<file path="config.mk">
export PLATFORM = sky130hd
export DESIGN_NAME = bcd_wrap_counter
export DESIGN_NICKNAME = d
export VERILOG_FILES = /design/src/rtl/bcd_wrap_counter.sv
export SDC_FILE = /design/constraint.sdc
export NUM_CORES = 1
export LEC_CHECK = 0
export ABC_AREA = 1
export BUFFER_PORTS_ARGS = -buffer_cell sky130_fd_sc_hd__clkbuf_2
export CAP_MARGIN = 20
export CORE_ASPECT_RATIO = 0.9
export CORE_UTILIZATION = 45
export DETAILED_ROUTE_END_ITERATION = 12
export GPL_TIMING_DRIVEN = 0
export PLACE_DENSITY = 0.74
export SLEW_MARGIN = 20
export SYNTH_ARGS = -nofsm -noshare
export SYNTH_HDL_FRONTEND = slang
export SYNTH_SLANG_ARGS = --single-unit
export TNS_END_PERCENT = 10
</file>
<file path="constraint.sdc">
create_clock -name clk -period 3.45 [get_ports clk]
set_input_delay 0.5175 -clock clk [delete_from_list [all_inputs] [get_ports clk]]
set_output_delay 0.5175 -clock clk [all_outputs]
set_load 0.02 [all_outputs]
</file>
<file path="src/rtl/bcd_wrap_counter.sv">
// Two-digit BCD up/down counter that wraps over MIN_VALUE..MAX_VALUE, with preset and 7-segment decode.
// Define BCD_WRAP_BLANK_EN to blank the tens display while the tens digit is zero.
module bcd_wrap_counter #(
    parameter int MAX_VALUE      = 23,
    parameter int MIN_VALUE      = 0,
    parameter int SEG_ACTIVE_LOW = 1
) (
    input  logic       clk,
    input  logic       rst,
    input  logic       inc,
    input  logic       dir,
    input  logic       load,
    input  logic [3:0] load_tens,
    input  logic [3:0] load_units,
    output logic [3:0] tens,
    output logic [3:0] units,
    output logic [6:0] seg_tens,
    output logic [6:0] seg_units,
    output logic       carry,
    output logic       borrow,
    output logic       load_err
);

    localparam logic [3:0] MIN_TENS  = 4'(MIN_VALUE / 10);
    localparam logic [3:0] MIN_UNITS = 4'(MIN_VALUE % 10);
    localparam logic [3:0] MAX_TENS  = 4'(MAX_VALUE / 10);
    localparam logic [3:0] MAX_UNITS = 4'(MAX_VALUE % 10);
    localparam logic [7:0] MIN_V     = 8'(MIN_VALUE);
    localparam logic [7:0] MAX_V     = 8'(MAX_VALUE);
    localparam logic [6:0] SEG_BLANK = (SEG_ACTIVE_LOW != 0) ? 7'b1111111 : 7'b0000000;

    logic [7:0] value;
    logic [7:0] load_value;
    logic [8:0] below_min_diff;
    logic [8:0] above_max_diff;
    logic       load_ok;

    assign value      = ({4'd0, tens} * 8'd10) + {4'd0, units};
    assign load_value = ({4'd0, load_tens} * 8'd10) + {4'd0, load_units};

    // Range test via borrow bit of a 9-bit subtraction so a MIN_VALUE of 0 does not become a constant compare.
    assign below_min_diff = {1'b0, load_value} - {1'b0, MIN_V};
    assign above_max_diff = {1'b0, MAX_V} - {1'b0, load_value};
    assign load_ok = (load_tens <= 4'd9) && (load_units <= 4'd9)
                     && !below_min_diff[8] && !above_max_diff[8];

    always_ff @(posedge clk) begin
        if (rst) begin
            tens     <= MIN_TENS;
            units    <= MIN_UNITS;
            carry    <= 1'b0;
            borrow   <= 1'b0;
            load_err <= 1'b0;
        end else begin
            carry    <= 1'b0;
            borrow   <= 1'b0;
            load_err <= 1'b0;
            if (load) begin
                if (load_ok) begin
                    tens  <= load_tens;
                    units <= load_units;
                end else begin
                    tens     <= MIN_TENS;
                    units    <= MIN_UNITS;
                    load_err <= 1'b1;
                end
            end else if (inc) begin
                if (!dir) begin
                    if (value == MAX_V) begin
                        tens  <= MIN_TENS;
                        units <= MIN_UNITS;
                        carry <= 1'b1;
                    end else if (units == 4'd9) begin
                        units <= 4'd0;
                        tens  <= tens + 4'd1;
                    end else begin
                        units <= units + 4'd1;
                    end
                end else begin
                    if (value == MIN_V) begin
                        tens   <= MAX_TENS;
                        units  <= MAX_UNITS;
                        borrow <= 1'b1;
                    end else if (units == 4'd0) begin
                        units <= 4'd9;
                        tens  <= tens - 4'd1;
                    end else begin
                        units <= units - 4'd1;
                    end
                end
            end
        end
    end

    // Patterns are in active-low form ({g,f,e,d,c,b,a}, 0 = lit); polarity is applied afterwards.
    function automatic logic [6:0] seg_decode(input logic [3:0] d);
        logic [6:0] pat;
        case (d)
            4'd0:    pat = 7'b1000000;
            4'd1:    pat = 7'b1111001;
            4'd2:    pat = 7'b0100100;
            4'd3:    pat = 7'b0110000;
            4'd4:    pat = 7'b0011001;
            4'd5:    pat = 7'b0010010;
            4'd6:    pat = 7'b0000010;
            4'd7:    pat = 7'b1111000;
            4'd8:    pat = 7'b0000000;
            4'd9:    pat = 7'b0010000;
            default: pat = 7'b1111111;
        endcase
        return (SEG_ACTIVE_LOW != 0) ? pat : ~pat;
    endfunction

    assign seg_units = seg_decode(units);

`ifdef BCD_WRAP_BLANK_EN
    assign seg_tens = (tens == 4'd0) ? SEG_BLANK : seg_decode(tens);
`else
    assign seg_tens = seg_decode(tens);
    logic unused_blank;
    assign unused_blank = ^SEG_BLANK;
`endif

endmodule

</file>
==> flow_summary.yaml, run 1 <==
outcome:
  run_status: "finished, final reports clean"
worst_setup_path:
  crit_slowest_cell: "fa_1"
  worstPathArrival_ps: 3440
  critPathRequiredTime_ps: 3610
  crit_path_end_kind: "flip-flop"
  criticalPathCategory: "flip-flop to flip-flop"
  slowest_delay_ps: 560
  cp-start-kind: "flip-flop"
  path_delay_family: "simple AND/OR/NAND/NOR gates"
  path_buf_inv: 3
  path_cells: "ha_4 > ha_4 > fa_1 > nand2_2 > clkinv_2 > nand3_2 > nand2_1 > nand2_1 > nor2_2 > nand2_4 > nand3_4 > nand3_4 > nand2_2 > nand2_1 > nor2_2 > inv_2 > ha_1 > inv_1 > nand4_1 > nand3_1 > nand2_2"
  critical_path.max_fanout: 7
sta:
  worst_slack_ps: 169.2
  finClkSkew_ps: 6.607
  hold_ws_ps: 518.1
  tightest_slew_ps: 455.6
  layout_min_cycle_time_ps: 3281
  setup_viol: 0
  rsz0062_at_grt: "yes"
  period_share_pct: 95.10
  slew_headroom_pct: 69.52
  setup_tns_ps: 0
  finalHoldViolCount: 0
  fmax_mhz: 304.8
  drv_slew: 0
die:
  rows: 24
  dieHeight_um: 70.97
  dieArea_um2: 5581
  start_util_pct: 48.01
  pin_count: 38
  dieWidth_um: 78.64
  core_um2: 4955
place:
  place.gp.congestion: 0.8870
  place_ws_ps: -224.6
  place_area_um2: 2640
  port_buffers: 36
  post-dp-hpwl_mm: 4.252
  post-place-cells: 452
cts:
  numCtsBuffers: 3
  cts_buffer_depth: 2
  cts_hold_buf: 0
  clk_latency_ps: 270
  cts_tree: "built"
  clk_pin_slew_worst_paths_ps: 90
  clock_sinks: 25
  cts-htree-levels: 1
  cts_root_buf: "clkbuf_8"
drt:
  num_vias: 2327
  drt_wl_total_mm: 5.505
  vias_per_cell: 4.994
  drtIter0Drc: 157
  detail-route-antenna-nets: 0
  post-route-drc-count: 0
  wire_per_inst_um: 11.81
  drtPass1Iterations: 4
yosys:
  seq_area_frac_synth_pct: 21.04
  ys_ff_latch: 25
  synth.area.top_cells: "dfxtp_1, ha_1, nand2_1, nand3_1, inv_1"
  synth_top_area_share_pct: 21.04
  yosysWarnings: 0
  avgSynthCellArea_um2: 6.776
  syn-cell-area_um2: 2379
  synth_nets: 396
  synth_top_area_cell: "dfxtp_1"
  synth_cells: 351
  synth.distinct_cells: 31
power_and_ir_drop:
  leakage_nw: 1.556
  p_per_area_nw_per_um2: 385.1
  ir_worst_vdd_uv: 185.2
  p_total_mw: 1.090
global_route:
  antenna_found_initial: 0
  grt_pass1_wl_mm: 9.342
  grt_overflow: 0
  grt_pass1_vias: 2144
  track_usage_pct: 20.52
  grt_max_degree: 15
hold_path:
  hold_path.class: "primary input to flip-flop"
finish:
  stdcell_area_um2: 2830
  drive_gt1_share_pct: 25.94
  postLayoutCoreUtil_pct: 57.12
  stdcell_count: 466
  final_net_count: 447
  syn2layout_area_growth_pct: 18.99
  antenna_cells: 0
flow_run:
  maxCapViolCount: 0
==> cells in the mapped netlist <==
master,n
inv_1,46
nand3b_1,1
nand2_4,5
nand2_1,95
dfxtp_1,25
inv_4,1
clkbuf_1,2
a21oi_2,2
clkinv_2,1
nand3_4,4
nand2_2,14
nand4_1,9
nor2_2,5
nor2_1,21
nand3_1,55
clkinv_1,1
o21ai_1,1
fa_1,3
o21ai_0,5
a21o_1,1
inv_2,2
nor3_1,2
o21bai_4,1
xnor2_1,2
a211oi_1,1
nand3_2,3
ha_1,29
nor4_1,1
xor2_1,6
buf_2,1
a21oi_1,6
==> worst reg2reg max path, stage by stage, from the launching register on <==
cell and delay (ps):
dfxtp_4 370, ha_4 240, ha_4 160, fa_1 560, nand2_2 90, clkinv_2 90, nand3_2 80, nand2_1 60
nand2_1 60, nor2_2 140, nand2_4 110, nand3_4 80, nand3_4 150, nand2_2 100, nand2_1 80, nor2_2 130
inv_2 70, ha_1 270, inv_1 50, nand4_1 130, nand3_1 110, nand2_2 40
==> flip-flops by register name, summed over array words and instances, names as in the netlist <==
name and cells:
units 4, tens 4, borrow 1, seg_tens 7, carry 1, load_err 1
seg_units 7
==> layout make-up <==
| type | instances | area [um^2] |
|---|---|---|
| fill | 478 | 2125 |
| multi-input combinational | 272 | 1723 |
| sequential | 25 | 515.5 |
| timing repair buffer | 46 | 255.2 |
| inverter | 51 | 196.4 |
| tap | 65 | 81.33 |
| clock buffer | 3 | 41.29 |
| buffer | 3 | 12.51 |
| clock inverter | 1 | 5.005 |
==> logic make-up after synthesis <==
logic type	count (synthesis)	synth area share [%]
buffers and inverters	54	8.732
XOR/XNOR	8	2.946
adder cells (fa/ha/maj)	32	17.78
AO/OA/AOI/OAI	17	4.682
flip-flops	25	21.04
AND/OR/NAND/NOR	215	44.82
==> layout by cell type, fill, tap and decap left out <==
cell	n
a211oi_1	1
a21o_1	1
a21oi_1	4
a21oi_2	4
buf_2	1
buf_4	10
clkbuf_1	2
clkbuf_2	36
clkbuf_8	3
clkinv_2	3
dfxtp_1	21
dfxtp_4	4
fa_1	3
ha_1	26
ha_2	1
ha_4	2
inv_1	45
inv_2	3
inv_4	1
nand2_1	92
nand2_2	17
nand2_4	5
nand3_1	54
nand3_2	4
nand3_4	4
nand3b_1	1
nand4_1	9
nor2_1	21
nor2_2	4
nor2_4	1
nor3_1	2
nor4_1	1
o21ai_0	5
o21ai_1	1
o21bai_4	1
xnor2_1	2
xor2_1	6
==> what timing repair did <==
item / in CTS / in global routing
pin swaps: 1 / 6
endpoints found under the setup margin: 10 / 11
setup buffers: 1 / 9
resized for setup: 6 / 15
==> where the power goes <==
group	internal, mW	switching (mW)
clock network	0.0807	0.0909
logic	0.199	0.352
registers	0.335	0.0321
==> path summary, 6_finish.rpt <==
path / from / end / slack (ps) / depth (start not counted)
setup / recovery: tens[1]$_SDFFE_PP0N_ / seg_tens[3]$_DFF_P_ / 170 / 21
hold / removal: inc / borrow$_SDFF_PP0_ / 520 / 3
setup reg to reg: tens[1]$_SDFFE_PP0N_ / seg_tens[3]$_DFF_P_ / 170 / 21
hold reg to reg: units[0]$_SDFFE_PP0N_ / units[0]$_SDFFE_PP0N_ / 710 / 2
==> metal layers <==
metal  global-route usage [%]  routed length, um  share of wire (%)
met3                    2.710                184                3.3
met4                    1.235                 26               0.47
met2                    36.91               2704                 49
met1                    27.19               2589                 47
met5                        0                  0                  0
Power figures use the tool's default switching activity.
==> inputs of run 2 (changes only) <==
--- a/config.mk
+++ b/config.mk
@@ -13,6 +13,7 @@
 export DETAILED_ROUTE_END_ITERATION = 12
 export GPL_TIMING_DRIVEN = 0
 export PLACE_DENSITY = 0.74
+export RECOVER_POWER = 25
 export SLEW_MARGIN = 20
 export SYNTH_ARGS = -nofsm -noshare
 export SYNTH_HDL_FRONTEND = slang
==> run 2 against run 1 <==
  * First-iteration DRC count is 1.3% higher
  * Routed wire length hardly changed
  * Largest power group unchanged
  * Sequential share of layout area is 0.097 points higher
  * Die area stayed put
==> flow_summary.yaml, run 2 (same netlist as run 1, synthesis figures left out) <==
die:
  dieWidth_um: 78.64
  core_um2: 4955
  pin_count: 38
  rows: 24
  start_util_pct: 48.01
  dieHeight_um: 70.97
  dieArea_um2: 5581
finish:
  antenna_cells: 0
  final_common_cell: "nand2_1"
  final_net_count: 447
  syn2layout_area_growth_pct: 18.36
  stdcell_area_um2: 2815
  final_cell_mix: "nand2_1, nand3_1, inv_1"
  nFillCells: 483
  stdcell_count: 466
  postLayoutCoreUtil_pct: 56.82
  drive_gt1_share_pct: 22.94
worst_setup_path:
  path_cells: "ha_4 > ha_4 > fa_1 > nand2_2 > clkinv_2 > nand3_2 > nand2_1 > nand2_1 > nor2_2 > nand2_4 > nand3_4 > nand3_4 > nand2_2 > nand2_1 > nor2_2 > inv_2 > ha_1 > inv_1 > nand4_1 > nand3_1 > nand2_2"
  criticalPathCategory: "flip-flop to flip-flop"
  worstPathArrival_ps: 3450
  crit_path_end_kind: "flip-flop"
  path_delay_family: "simple AND/OR/NAND/NOR gates"
  critPathRequiredTime_ps: 3610
  cp-start-kind: "flip-flop"
  slowest_delay_ps: 560
  path_buf_inv: 3
  critical_path.max_fanout: 7
  crit_slowest_cell: "fa_1"
sta:
  tightest_slew_ps: 455.1
  setup_viol: 0
  finClkSkew_ps: 5.393
  finalHoldViolCount: 0
  fmax_mhz: 304.4
  setup_tns_ps: 0
  drv_slew: 0
  period_share_pct: 95.22
  slew_headroom_pct: 69.55
  rsz0062_at_grt: "yes"
  layout_min_cycle_time_ps: 3285
outcome:
  run_status: "finished, final reports clean"
drt:
  vias_per_cell: 5.006
  drtPass1Iterations: 4
  detail-route-antenna-nets: 0
  wire_per_inst_um: 11.80
  post-route-drc-count: 0
  drt_wl_total_mm: 5.500
  num_vias: 2333
  drtIter0Drc: 159
cts:
  cts-htree-levels: 1
  clock_sinks: 25
  cts_root_buf: "clkbuf_8"
  clk_pin_slew_worst_paths_ps: 90
  numCtsBuffers: 3
  cts_tree: "built"
  clk_latency_ps: 270
  cts_hold_buf: 0
  cts_buffer_depth: 2
global_route:
  grt_pass1_vias: 2144
  grt_overflow: 0
  grt_pass1_wl_mm: 9.342
  antenna_found_initial: 0
  track_usage_pct: 20.52
  grt_max_degree: 15
hold_path:
  hold_path.class: "primary input to flip-flop"
power_and_ir_drop:
  leakage_nw: 1.518
  p_per_area_nw_per_um2: 384.7
  ir_worst_vdd_uv: 188.9
place:
  place.gp.congestion: 0.8870
  port_buffers: 36
  post-dp-hpwl_mm: 4.252
  post-place-cells: 452
  place_area_um2: 2640
flow_run:
  maxCapViolCount: 0
run 2: cell counts in the layout (fill, tap and decap cells not counted):
No cell type changed its count.
run 2: what timing repair did:
item	CTS	global route
gates resized for setup	6	15
pin swaps	1	6
buffers inserted	1	9
setup endpoints to repair	10	11
run 2: report_power, final:
part | internal (mW) | switching [mW]
Clock | 0.0807 | 0.0914
Sequential | 0.335 | 0.0320
Combinational | 0.191 | 0.352
run 2: tightest hold or removal path: stages:
cell and delay [ps]:
clkbuf_2 100, nand3_1 80, nor2_1 50
run 2: final cells by class:
class,instances,area [um^2],area share (%)
Inverter,51,196.4,6.978
Sequential cell,25,515.5,18.31
Multi-Input combinational cell,272,1723,61.20
Tap cell,65,81.33,2.889
Timing Repair Buffer,46,240.2,8.533
Buffer,3,12.51,0.4444
Clock buffer,3,41.29,1.467
Clock inverter,1,5.005,0.1778
run 2: worst paths after layout:
| kind | start | to | slack (ps) | depth (start not counted) |
|---|---|---|---|---|
| worst max-delay path | tens[1]$_SDFFE_PP0N_ | seg_tens[3]$_DFF_P_ | 160 | 21 |
| worst min-delay path | inc | borrow$_SDFF_PP0_ | 520 | 3 |
| worst max register to register | tens[1]$_SDFFE_PP0N_ | seg_tens[3]$_DFF_P_ | 160 | 21 |
| worst min register to register | units[0]$_SDFFE_PP0N_ | units[0]$_SDFFE_PP0N_ | 710 | 2 |
run 2: metrics by stage:
step	hold slack (ps)	setup WS, ps	power, mW
after floorplan	652.4	3.000	0.7532
after global placement	652.8	-201.2	0.8692
after detailed placement	662.8	-224.6	0.8800
after CTS	511.1	14.31	1.057
after global routing	532.7	-72.85	1.172
final	518.3	164.8	1.083
run 2: routing by layer:
metal  share of wire [%]  up-vias  GRT usage [%]
met4                0.31        0          1.235
met2                  49       39          36.91
met5                   0        -              0
met3                 3.1        4          2.710
met1                  47     1060          27.19
li1                    -     1230              -
==> inputs of run 3 (changes only) <==
--- a/config.mk
+++ b/config.mk
@@ -5,7 +5,6 @@
 export SDC_FILE = /design/constraint.sdc
 export NUM_CORES = 1
 export LEC_CHECK = 0
-export ABC_AREA = 1
 export BUFFER_PORTS_ARGS = -buffer_cell sky130_fd_sc_hd__clkbuf_2
 export CAP_MARGIN = 20
 export CORE_ASPECT_RATIO = 0.9
==> constraint.sdc (replaced) <==
create_clock -name clk -period 3 [get_ports clk]
set_input_delay 0.45 -clock clk [delete_from_list [all_inputs] [get_ports clk]]
set_output_delay 0.45 -clock clk [all_outputs]
set_load 0.02 [all_outputs]
==> run 3 against run 2 <==
  * Routed wire length up 18%
  * Core utilization up 0.59 points
  * Combinational power is 22% higher
  * Critical path type unchanged
  * Critical endpoint is now seg_tens[0]$_DFF_P_
  * Register-to-register slack got worse by 1200 ps
  * Non-clock buffer count grew 11
  * Sequential share of layout area shrank 1.3 points
  * Via count increased by 5.0%
  * Power up 16%
  * The flow now finishes with violations (negative setup slack)
  * Flip-flop and latch count stayed put
  * Area after synthesis is 3.5% higher
==> flow_summary.yaml, run 3 <==
yosys:
  ys_ff_latch: 25
  async_flop_share_pct: 0
  syn-cell-area_um2: 2461
  synth.area.top_cells: "dfxtp_1, ha_1, a21oi_1, nor2_1, inv_1"
  synth_edf_count: 0
  ys_top_cells_by_count: "ha_1, dfxtp_1, a21oi_1, nor2_1, inv_1"
  ys.flop_type: "dfxtp_1"
  yosysWarnings: 0
  synth_nets: 331
  synth_cells: 286
  yosysMostFrequentCell: "ha_1"
  synth.distinct_cells: 68
  seq_area_frac_synth_pct: 20.34
  synth_top_area_share_pct: 20.34
  avgSynthCellArea_um2: 8.605
  synth_top_area_cell: "dfxtp_1"
worst_setup_path:
  crit_path_end_kind: "flip-flop"
  criticalPathCategory: "flip-flop to flip-flop"
  cp-start-kind: "flip-flop"
  critPathRequiredTime_ps: 3170
  critical_path.max_fanout: 5
  worstPathArrival_ps: 4160
cts:
  cts_root_buf: "clkbuf_8"
  cts_buffer_depth: 2
  cts_hold_buf: 0
  numCtsBuffers: 3
  clk_pin_slew_worst_paths_ps: 90
  cts-htree-levels: 1
  clock_sinks: 25
  clk_latency_ps: 260
  cts_tree: "built"
finish:
  stdcell_count: 403
  final_cell_mix: "clkbuf_2, ha_1, nor2_1, a21oi_1, dfxtp_1"
  final_net_count: 382
  stdcell_area_um2: 3017
  antenna_cells: 0
  syn2layout_area_growth_pct: 22.57
  drive_gt1_share_pct: 27.38
  final_common_cell: "clkbuf_2"
place:
  place.gp.congestion: 0.9241
  port_buffers: 35
  place_area_um2: 2779
  post-dp-hpwl_mm: 4.617
  post-place-cells: 388
outcome:
  violations: "negative setup slack"
  run_status: "complete, but fails checks"
sta:
  slew_headroom_pct: 61.81
  setup_tns_ps: -14700
  setup_viol: 22
  fmax_mhz: 250.4
  tightest_slew_ps: 572.8
  finalHoldViolCount: 0
  drv_slew: 0
  worst_slack_ps: -993.4
  period_share_pct: 133.1
  layout_min_cycle_time_ps: 3993
  finClkSkew_ps: 7.092
  rsz0062_at_grt: "yes"
drt:
  drtPass1Iterations: 5
  wire_per_inst_um: 16.05
  detail-route-antenna-nets: 0
  vias_per_cell: 6.077
  num_vias: 2449
  post-route-drc-count: 0
  drt_wl_total_mm: 6.468
  drtIter0Drc: 190
power_and_ir_drop:
  p_per_area_nw_per_um2: 416.5
  leakage_nw: 1.322
  ir_worst_vdd_uv: 231.5
die:
  dieWidth_um: 79.96
  dieHeight_um: 72.16
  core_um2: 5255
  pin_count: 38
  start_util_pct: 46.83
  rows: 25
  dieArea_um2: 5770
global_route:
  grt_pass1_vias: 2306
  grt_pass1_wl_mm: 10.62
  grt_overflow: 0
  antenna_found_initial: 0
  grt_max_degree: 15
  track_usage_pct: 23.20
hold_path:
  hold_path.class: "primary input to flip-flop"
flow_run:
  maxCapViolCount: 0
run 3: cell types whose count changed in the layout (fill, tap and decap cells not counted), sizes merged, moves of 7 or more:
cell / delta
nand3: -50
a311oi: +7
nor3: +8
inv: -30
a31oi: +7
nand4: -8
and3: +7
nand2: -95
a21oi: +13
a211oi: +9
clkbuf: +7
run 3: layer usage:
metal  vias up  share of wire, %  global-route usage, %
met3        18               5.1                  3.899
met2        93                47                  38.27
met1      1149                45                  30.94
li1       1189                 -                      -
met4         0               2.0                  7.341
met5         -                 0                      0
run 3: final timing paths:
kind / start / end / slack (ps) / cells after the start
setup / recovery: tens[3]$_SDFFE_PP0N_ / seg_tens[0]$_DFF_P_ / -990 / 15
hold / removal: load_units[0] / units[0]$_SDFFE_PP0N_ / 520 / 3
hold reg to reg: units[1]$_SDFFE_PP0N_ / units[1]$_SDFFE_PP0N_ / 630 / 1
setup reg to reg: tens[3]$_SDFFE_PP0N_ / seg_tens[0]$_DFF_P_ / -990 / 15
run 3: cells by family after synthesis:
kind of cell	synth area share, %
fa+ha+maj	17.18
xor+xnor	2.085
compound gates	30.76
simple gates	20.13
flops	20.34
mux	3.660
buf+inv	5.847
run 3: layout make-up:
cell class / instances / area [um^2]
plain buffers: 14 / 72.57
fillers: 465 / 2238
flip-flops and latches: 25 / 511.7
multi-input cells: 228 / 1971
inverters: 19 / 71.32
well taps: 67 / 83.83
repair buffers: 46 / 260.3
clock buffers: 3 / 41.29
clock inverters: 1 / 5.005
run 3: power breakdown:
| group | internal (mW) | switching (mW) | total [mW] |
|---|---|---|---|
| sequential | 0.378 | 0.0240 | 0.402 |
| combinational | 0.263 | 0.399 | 0.662 |
| clock | 0.0927 | 0.0999 | 0.193 |
| total | 0.734 | 0.523 | 1.26 |
run 3: worst max-delay path, stage by stage, from the launching register on:
cell and delay [ps]:
dfxtp_2 350, ha_4 240, ha_4 160, fa_2 600, nand2_4 70, o211a_1 240
a311oi_4 430, nand3_4 160, a32oi_4 360, a211oi_4 130, a311oi_4 350, inv_2 90
ha_2 180, a31o_4 210, o32a_1 160, o21ba_1 170
run 3: what timing repair did:
item                                    in CTS  in global routing
resized for setup                           17                  7
pin swaps                                   11                  1
buffers inserted                             8                  3
endpoints found under the setup margin      22                 22
run 3: stage by stage:
| step | power [mW] | hold WS [ps] | utilization, % | setup WS, ps |
|---|---|---|---|---|
| 3_5_place_dp | 1.002 | 682.1 | 52.88 | -1501 |
| 6_report | 1.257 | 517.1 | 57.40 | -993.4 |
| 2_1_floorplan | 0.8564 | 640.1 | - | -1048 |
| 5_1_grt | 1.338 | 540.0 | 57.40 | -1155 |
| 3_3_place_gp | 0.9864 | 677.7 | 52.88 | -1355 |
| 4_1_cts | 1.237 | 510.7 | 56.81 | -912.9 |
